--- config.mk ---
export PLATFORM = sky130hd
export DESIGN_NAME = pong_rally_ctrl
export DESIGN_NICKNAME = d
export VERILOG_FILES = /design/src/rtl/pong_pkg.sv /design/src/rtl/pong_event_latch.sv /design/src/rtl/pong_rally_ctrl.sv
export SDC_FILE = /design/constraint.sdc
export NUM_CORES = 1
export LEC_CHECK = 0
export ABC_AREA = 1
export CORE_UTILIZATION = 30
export DETAILED_ROUTE_END_ITERATION = 10
export GPL_ROUTABILITY_DRIVEN = 0
export PLACE_DENSITY_LB_ADDON = 0.05
export SETUP_SLACK_MARGIN = 0.02
export SLEW_MARGIN = 20
export SYNTH_ARGS = -nofsm -noshare
export SYNTH_HDL_FRONTEND = slang
export SYNTH_SLANG_ARGS = --single-unit
--- constraint.sdc ---
create_clock -name i_Clk -period 2.3 [get_ports i_Clk]
set_input_delay 0.23 -clock i_Clk [delete_from_list [all_inputs] [get_ports i_Clk]]
set_output_delay 0.23 -clock i_Clk [all_outputs]
set_load 0.05 [all_outputs]
--- src/rtl/pong_pkg.sv ---
// rtl/pong_pkg.sv - shared state encodings, direction codes and rally event flags
package pong_pkg;

  typedef enum logic [1:0] {
    ST_IDLE  = 2'd0,
    ST_SERVE = 2'd1,
    ST_PLAY  = 2'd2,
    ST_OVER  = 2'd3
  } state_t;

  localparam logic DIR_LEFT  = 1'b0;
  localparam logic DIR_RIGHT = 1'b1;
  localparam logic DIR_UP    = 1'b0;
  localparam logic DIR_DOWN  = 1'b1;

  // Ball-overlap events seen during one frame of play.
  typedef struct packed {
    logic miss_r;
    logic miss_l;
    logic bot;
    logic top;
    logic hit_p1;
    logic hit_p0;
  } events_t;

endpackage

--- src/rtl/pong_event_latch.sv ---
// rtl/pong_event_latch.sv - sticky per-frame event flags, cleared on the frame strobe
module pong_event_latch
  import pong_pkg::*;
(
  input  logic    clk,
  input  logic    rst_n,
  input  events_t set,
  input  logic    clear,
  output events_t flags
);

  // An event coincident with the clear belongs to the new frame.
  always_ff @(posedge clk or negedge rst_n) begin
    if (!rst_n) begin
      flags <= '0;
    end else if (clear) begin
      flags <= set;
    end else begin
      flags <= events_t'(flags | set);
    end
  end

endmodule

--- src/rtl/pong_rally_ctrl.sv ---
// rtl/pong_rally_ctrl.sv - serve/play/game-over FSM with bounce, miss and score handling
module pong_rally_ctrl
  import pong_pkg::*;
#(
  parameter int N_PLAYERS    = 2,
  parameter int SCORE_W      = 4,
  parameter int WIN_SCORE    = 11,
  parameter int SERVE_FRAMES = 60
) (
  input  logic                 i_Clk,
  input  logic                 i_Reset_N,
  input  logic                 i_VReset,
  input  logic                 i_HFirst,
  input  logic                 i_HLast,
  input  logic                 i_VFirst,
  input  logic                 i_VLast,
  input  logic                 i_Ball,
  input  logic [N_PLAYERS-1:0] i_Paddle,
  input  logic                 i_Start,
  output logic                 o_XDir,
  output logic                 o_YDir,
  output logic                 o_Ball_En,
  output logic                 o_Ball_Reset,
  output logic [SCORE_W-1:0]   o_Score0,
  output logic [SCORE_W-1:0]   o_Score1,
  output logic [1:0]           o_State,
  output logic                 o_Winner
);

  localparam int CNT_W = (SERVE_FRAMES > 0) ? $clog2(SERVE_FRAMES + 1) : 1;

  if (N_PLAYERS < 1 || N_PLAYERS > 2) begin : g_bad_players
    $error("pong_rally_ctrl: N_PLAYERS must be 1 or 2");
  end
  if (WIN_SCORE == 0 || WIN_SCORE > (2 ** SCORE_W) - 1) begin : g_bad_win
    $error("pong_rally_ctrl: WIN_SCORE must be in 1 .. 2**SCORE_W-1");
  end

  state_t             state, state_n;
  logic               x_dir, x_dir_n, y_dir, y_dir_n;
  logic               ball_en, ball_reset, ball_reset_n;
  logic               winner, winner_n;
  logic [SCORE_W-1:0] score0, score0_n, score1, score1_n, new_score;
  logic [CNT_W-1:0]   serve_cnt, serve_cnt_n;
  logic [1:0]         paddle;
  logic               scored, scorer, serve_dir;
  events_t            set_ev, flags;

  function automatic logic [SCORE_W-1:0] sat_inc(input logic [SCORE_W-1:0] s);
    return (s >= SCORE_W'(WIN_SCORE)) ? s : s + SCORE_W'(1);
  endfunction

  // Single-player builds see a permanently idle right paddle.
  assign paddle = 2'(i_Paddle);

  always_comb begin
    set_ev = '0;
    if (state == ST_PLAY && i_Ball) begin
      set_ev.hit_p0 = paddle[0];
      set_ev.hit_p1 = paddle[1];
      set_ev.top    = i_VFirst;
      set_ev.bot    = i_VLast;
      set_ev.miss_l = i_HFirst;
      set_ev.miss_r = i_HLast;
    end
  end

  pong_event_latch u_events (
    .clk   (i_Clk),
    .rst_n (i_Reset_N),
    .set   (set_ev),
    .clear (i_VReset),
    .flags (flags)
  );

  always_comb begin
    state_n      = state;
    x_dir_n      = x_dir;
    y_dir_n      = y_dir;
    score0_n     = score0;
    score1_n     = score1;
    winner_n     = winner;
    serve_cnt_n  = serve_cnt;
    ball_reset_n = 1'b0;
    scored       = 1'b0;
    scorer       = 1'b0;
    serve_dir    = DIR_LEFT;
    new_score    = '0;
    case (state)
      ST_IDLE, ST_OVER: begin
        if (i_Start) begin
          state_n      = ST_SERVE;
          score0_n     = '0;
          score1_n     = '0;
          x_dir_n      = DIR_LEFT;
          y_dir_n      = DIR_DOWN;
          serve_cnt_n  = '0;
          ball_reset_n = 1'b1;
        end
      end
      ST_SERVE: begin
        if (i_VReset) begin
          if (serve_cnt == CNT_W'(SERVE_FRAMES)) begin
            state_n     = ST_PLAY;
            serve_cnt_n = '0;
          end else begin
            serve_cnt_n = serve_cnt + CNT_W'(1);
          end
        end
      end
      ST_PLAY: begin
        if (i_VReset) begin
          // A miss outranks any paddle contact in the same frame.
          if (flags.miss_l) begin
            scored    = 1'b1;
            serve_dir = DIR_LEFT;
            if (N_PLAYERS == 2) begin
              scorer    = 1'b1;
              new_score = sat_inc(score1);
              score1_n  = new_score;
            end else begin
              new_score = sat_inc(score0);
              score0_n  = new_score;
            end
          end else if (flags.miss_r && N_PLAYERS == 2) begin
            scored    = 1'b1;
            serve_dir = DIR_RIGHT;
            new_score = sat_inc(score0);
            score0_n  = new_score;
          end else if (flags.hit_p0) begin
            x_dir_n = DIR_RIGHT;
          end else if (flags.hit_p1 || flags.miss_r) begin
            x_dir_n = DIR_LEFT;
          end
          if (flags.top) begin
            y_dir_n = DIR_DOWN;
          end else if (flags.bot) begin
            y_dir_n = DIR_UP;
          end
          if (scored) begin
            if (new_score == SCORE_W'(WIN_SCORE)) begin
              state_n  = ST_OVER;
              winner_n = scorer;
            end else begin
              state_n      = ST_SERVE;
              x_dir_n      = serve_dir;
              ball_reset_n = 1'b1;
            end
          end
        end
      end
      default: state_n = ST_IDLE;
    endcase
  end

  always_ff @(posedge i_Clk or negedge i_Reset_N) begin
    if (!i_Reset_N) begin
      state      <= ST_IDLE;
      x_dir      <= DIR_LEFT;
      y_dir      <= DIR_DOWN;
      ball_en    <= 1'b0;
      ball_reset <= 1'b0;
      score0     <= '0;
      score1     <= '0;
      winner     <= 1'b0;
      serve_cnt  <= '0;
    end else begin
      state      <= state_n;
      x_dir      <= x_dir_n;
      y_dir      <= y_dir_n;
      ball_en    <= (state_n == ST_PLAY);
      ball_reset <= ball_reset_n;
      score0     <= score0_n;
      score1     <= score1_n;
      winner     <= winner_n;
      serve_cnt  <= serve_cnt_n;
    end
  end

  assign o_XDir       = x_dir;
  assign o_YDir       = y_dir;
  assign o_Ball_En    = ball_en;
  assign o_Ball_Reset = ball_reset;
  assign o_Score0     = score0;
  assign o_Score1     = (N_PLAYERS == 2) ? score1 : '0;
  assign o_State      = state;
  assign o_Winner     = winner;

endmodule

# [Word level (Yosys, flattened, before mapping)]
# Cells that the tools add are included.
[totals] register_bits=27 inputBits=11 output_inout_bits=15 word_cells=98
[classes] addsub=3 order_cmp=2 eq_ne=13 n_mux=52 bitwise_logic=1 n_reduce_logical=12
[ops] operator="two-way mux 4 bit" n=12
[ops] operator="two-way mux 6 bit" n=5
[ops] operator="two-way mux 1 bit" n=22
[ops] operator="case mux 4 bit (2 select lines)" n=2
[ops] operator="two-way mux 2 bit" n=6
[ops] operator="case mux 6 bit (2 select lines)" n=1
[ops] operator="AND reduction 4 bit" n=3
[ops] operator="adder 4 x 1 -> 4 bit, second input constant" n=2
[ops] operator=">= comparator 4 bit, second input constant" n=2
[ops] operator="!= test 2 bit, second input constant" n=4
[ops] operator="adder 6 x 1 -> 6 bit, second input constant" n=1
[ops] operator="equality test 2 bit, second input constant" n=3
[ops] operator="equality test 6 bit, second input constant" n=1
[ops] operator="bitwise OR 6 bit" n=1
[ops] operator="case mux 1 bit (2 select lines)" n=3
[ops] operator="case mux 2 bit (3 select lines)" n=1
[ops] operator="AND reduction 3 bit" n=2
[ops] operator="AND reduction 5 bit" n=1
[ops] operator="equality test 4 bit, second input constant" n=1
[ops] operator="!= test 2 x 1 -> 1 bit, second input constant" n=2
[ops] operator="nonzero test 2 bit" n=2
[ops] operator="!= test 3 x 1 -> 1 bit, second input constant" n=1
[ops] operator="equality test 2 x 1 -> 1 bit, second input constant" n=1
[ops] operator="logical NOT 2 bit" n=1
[ops] operator="other kinds (3)" n=3

# [Depth between registers and ports, before layout]
[logic_depth] word_depth=12 depth_mapped=12 depth_no_buf=12

# [Modules after synthesis]
# A second synthesis with hierarchy kept.
[hier_totals] hier_cells=221 hier_area_um2=1656.6
[modules_own_cells] mod="pong_rally_ctrl" instances=1 cells_per_inst=196 area_per_inst_um2=1435.1 seq_area_each_um2=526.8
[modules_own_cells] mod="pong_event_latch" instances=1 cells_per_inst=25 area_per_inst_um2=221.5 seq_area_each_um2=150.1

# [Worst setup path after synthesis]
# No wires, ideal clock.
[synth_timing] path_type="register to register" startpoint="reg state[0] (netlist: o_State[0])" endpoint="reg serve_cnt[5]" setup_ps=125 t_arrival_ps=1868 t_required_ps=2175 setup_slack_ps=307 stages_incl_launch_ff=11 n_path_buf=0 synth_period_minus_slack_ps=1993 cell_sequence="dfrtp_1 > inv_1 > ha_1 > inv_2 > or2_4 > o21ai_2 > nor2_4 > nand2_4 > nor2_2 > and3_1 > nor3_2"
[synth_between] elab_chain_len=4 word_cells_on_any_way=9 classes_between="eq/ne (4); mux (1); reduce/logical (4)"
[synth_rtl] item="start, declared" line_no="pong_rally_ctrl.sv:39" text="state_t state, state_n;"
[synth_rtl] item="start signal, assigned" line_no="pong_rally_ctrl.sv:168" text="state <= state_n;"
[synth_rtl] item="equality test 2 bit / logical NOT 2 bit (equally long branches)" line_no="pong_rally_ctrl.sv:89" text="case (state)"
[synth_rtl] item="OR reduction 2 bit" line_no="pong_rally_ctrl.sv:89"
[synth_rtl] item="!= test 2 bit (no line) / nonzero test 2 bit (equally long branches)"
[synth_rtl] item="AND reduction 3 bit (no line)"
[synth_rtl] item="end signal, assigned" line_no="pong_rally_ctrl.sv:176" text="serve_cnt <= serve_cnt_n;"
[synth_rtl] item="end, declared" line_no="pong_rally_ctrl.sv:44" text="logic [CNT_W-1:0] serve_cnt, serve_cnt_n;"
# Parallel ways exist; a longest one is shown, timed or not.
# A chain may end at the register's enable or synchronous reset.

# [Worst setup path in the final report]
[layout_timing] startpoint="reg y_dir (netlist: o_YDir)" endpoint="out o_YDir"
[layout_lines] item="start, declared" line_no="pong_rally_ctrl.sv:40" text="logic x_dir, x_dir_n, y_dir, y_dir_n;"
[layout_lines] item="start signal, assigned" line_no="pong_rally_ctrl.sv:170" text="y_dir <= y_dir_n;"
[layout_lines] item="end, declared" line_no="pong_rally_ctrl.sv:21" text="output logic o_YDir,"
# No word-level cell between the ends.

==> results.yml <==
run_status:
  status: "completed"
sta:
  skew_ns: 0.00500
  min_period_ns: 1.86
  final-setup-viol-count: 0
  slew_headroom_pct: 66.1
  setup_tns_ns: 0
  tightestPinTransition_ns: 0.507
  hold_viol: 0
  hold_ws_ns: 0.332
  slew_violations: 0
  timing.fmax_ghz: 0.539
  post-route-period-util_pct: 80.7
  rsz0062_at_grt: "false"
  worst_slack_ns: 0.444
critical_path:
  start_kind: "flop"
  required_ns: 2.07
  endpoint_kind: "output port"
  crit_family: "buffers and inverters"
  worstSetupPathType: "reg2out"
  cp_num_buf_inv: 1
  worst_ep_arrival_time_ns: 1.63
  crit_slowest_cell: "clkdlybuf4s50_1"
  critPathMaxStageDelay_ns: 0.81
  crit_chain: "clkdlybuf4s50_1"
  cp_max_fo: 2
cts:
  cts_tree: "built"
  clockRootBuffer: "clkbuf_8"
  numCtsBuffers: 3
  clkSinkCount: 27
  holdBufCountCts: 0
  clk_latency_ns: 0.27
  cts_resized: 0
  clk_path_buf_depth: 2
  htree_levels: 1
  cts_setup_buffers: 0
  clk_pin_slew_ns: 0.09
grt:
  track_usage_pct: 14.7
  met1_usage_pct: 20.6
  grt_pass1_wl_um: 6150
  busiest_layer: "met2"
  grt_max_degree: 28
  use_met3_pct: 3.12
  use_met2_pct: 22.6
  antenna_found_initial: 0
  grt_pass1_vias: 1348
  overflow: 0
drt:
  drtAntennaViolNets: 0
  vias: 1342
  drc: 0
  drt_iter0_drc: 39
  wl_per_cell_um: 12.4
  dr.pass1.iters: 5
  drt_wl_total_um: 3560
  viasPerCell: 4.68
run:
  maxCapViolCount: 0
finish:
  final_util_pct: 39.8
  diodes: 0
  num-nets-final: 238
  area_delta_synth_final_pct: 23.8
  fin_area_mm2: 0.00193
  final_cells: 287
  drive_above_1_share_pct: 13.6
yosys:
  ys_types: 36
  yosysSeqAreaShare_pct: 43.5
  synthTopCellsByCount: "47 x nand2_1, 26 x dfrtp_1, 20 x inv_1, 20 x nand3_1, 9 x nor2_1"
  synth_compound_area_share_pct: 12.6
  synth.area.top_cells: "dfrtp_1 42%, nand2_1 11%, nand3_1 6.4%"
  avgSynthCellArea_um2: 8.11
  synth_seq_cells: 27
  syn_area_mm2: 0.00156
  synth_warnings: 0
  synth-edff-count: 0
  ys.flop_type: "dfrtp_1"
  synthMuxAreaShare_pct: 0
  synth_top_area_share_pct: 41.8
  synth_fp_nets: 209
  synth_xor_area_share_pct: 0.562
  synth_largest_area_cell: "dfrtp_1"
  yosysMostFrequentCell: "nand2_1"
  synth_top_family_by_area: "simple AND/OR/NAND/NOR gates"
  synth-simple-area-share_pct: 30.3
  netlist_instances: 192
  synthAdderAreaFrac_pct: 4.82
  synthArstFlopShare_pct: 100
die:
  io_pins: 26
  die_y_um: 74.1
  core_mm2: 0.00485
  die_area_mm2: 0.00548
  initial_core_util_pct: 32.1
  die_x_um: 74.1
  fp-row-count: 25
pwr:
  power_density_mw_per_mm2: 641
  fin_total_pwr_mw: 1.24
  leakagePower_nw: 0.869
  ir_drop_v: 0.000327
worst_hold_path:
  hp-class: "in2async"
place:
  dpl_worst_slack_ns: 0.426
  io_buffer_count: 25
  placed_area_mm2: 0.00188
  hpwl_um: 2790
  numPlacedInstances: 283
[where the power goes]
part / leakage [nW] / switching, mW / total [mW] / internal [mW]
Combinational: 0.478 / 0.300 / 0.445 / 0.145
Sequential: 0.369 / 0.0212 / 0.528 / 0.506
Clock: 0.0228 / 0.140 / 0.264 / 0.124
Total: 0.869 / 0.461 / 1.24 / 0.776
[final timing paths]
kind	endpoint	slack, ns	cells after the start	startpoint
max	o_YDir	0.44	1	o_YDir
min reg2reg	o_Winner	0.50	2	o_Winner
max reg2reg	serve_cnt[4]	0.50	9	o_State[0]
min	o_Winner	0.33	2	i_Reset_N
min in group i_Clk	o_Winner	0.50	2	o_Winner
max in group asynchronous	o_YDir	1.66	2	i_Reset_N
[area by class of cell]
| cell class | instances | area [um2] |
|---|---|---|
| clock buffers | 4 | 45.0 |
| inverters | 30 | 113 |
| fillers | 495 | 2920 |
| multi-input cells | 133 | 752 |
| repair buffers | 26 | 258 |
| flip-flops and latches | 27 | 677 |
| well taps | 67 | 83.8 |
[sequential cells by signal, summed over array words and instances (netlist names)]
register / flops
serve_cnt: 6
o_YDir: 1
o_State: 2
o_XDir: 1
o_Ball_En: 1
o_Score0: 4
o_Winner: 1
u_events.flags: 6
o_Score1: 4
o_Ball_Reset: 1
[placed cells by master (no fill, tap or decap), drive strengths merged, types with 3 or more instances in the layout]
| cell | instances |
|---|---|
| nand2 | 50 |
| inv | 28 |
| dfrtp | 26 |
| clkdlybuf4s50 | 25 |
| nand3 | 21 |
| nor2 | 16 |
| o21ai | 11 |
| o22ai | 7 |
| ha | 6 |
| a21oi | 5 |
| clkbuf | 4 |
| nor3 | 4 |
| a22o | 3 |
[logic make-up (layout without fill, tap and decap cells)]
| logic type | Yosys count | after routing |
|---|---|---|
| xor+xnor | 1 | 1 |
| buf+inv | 32 | 60 |
| flops | 27 | 27 |
| fa+ha+maj | 6 | 6 |
| compound gates | 31 | 31 |
| simple gates | 95 | 95 |
[metal layers]
| metal | vias up | wire (um) |
|---|---|---|
| li1 | 686 | - |
| met1 | 617 | 1840 |
| met2 | 33 | 1520 |
| met3 | 6 | 156 |
| met4 | 0 | 41 |
| met5 | - | 0 |
(Power assumes the default switching activity.)
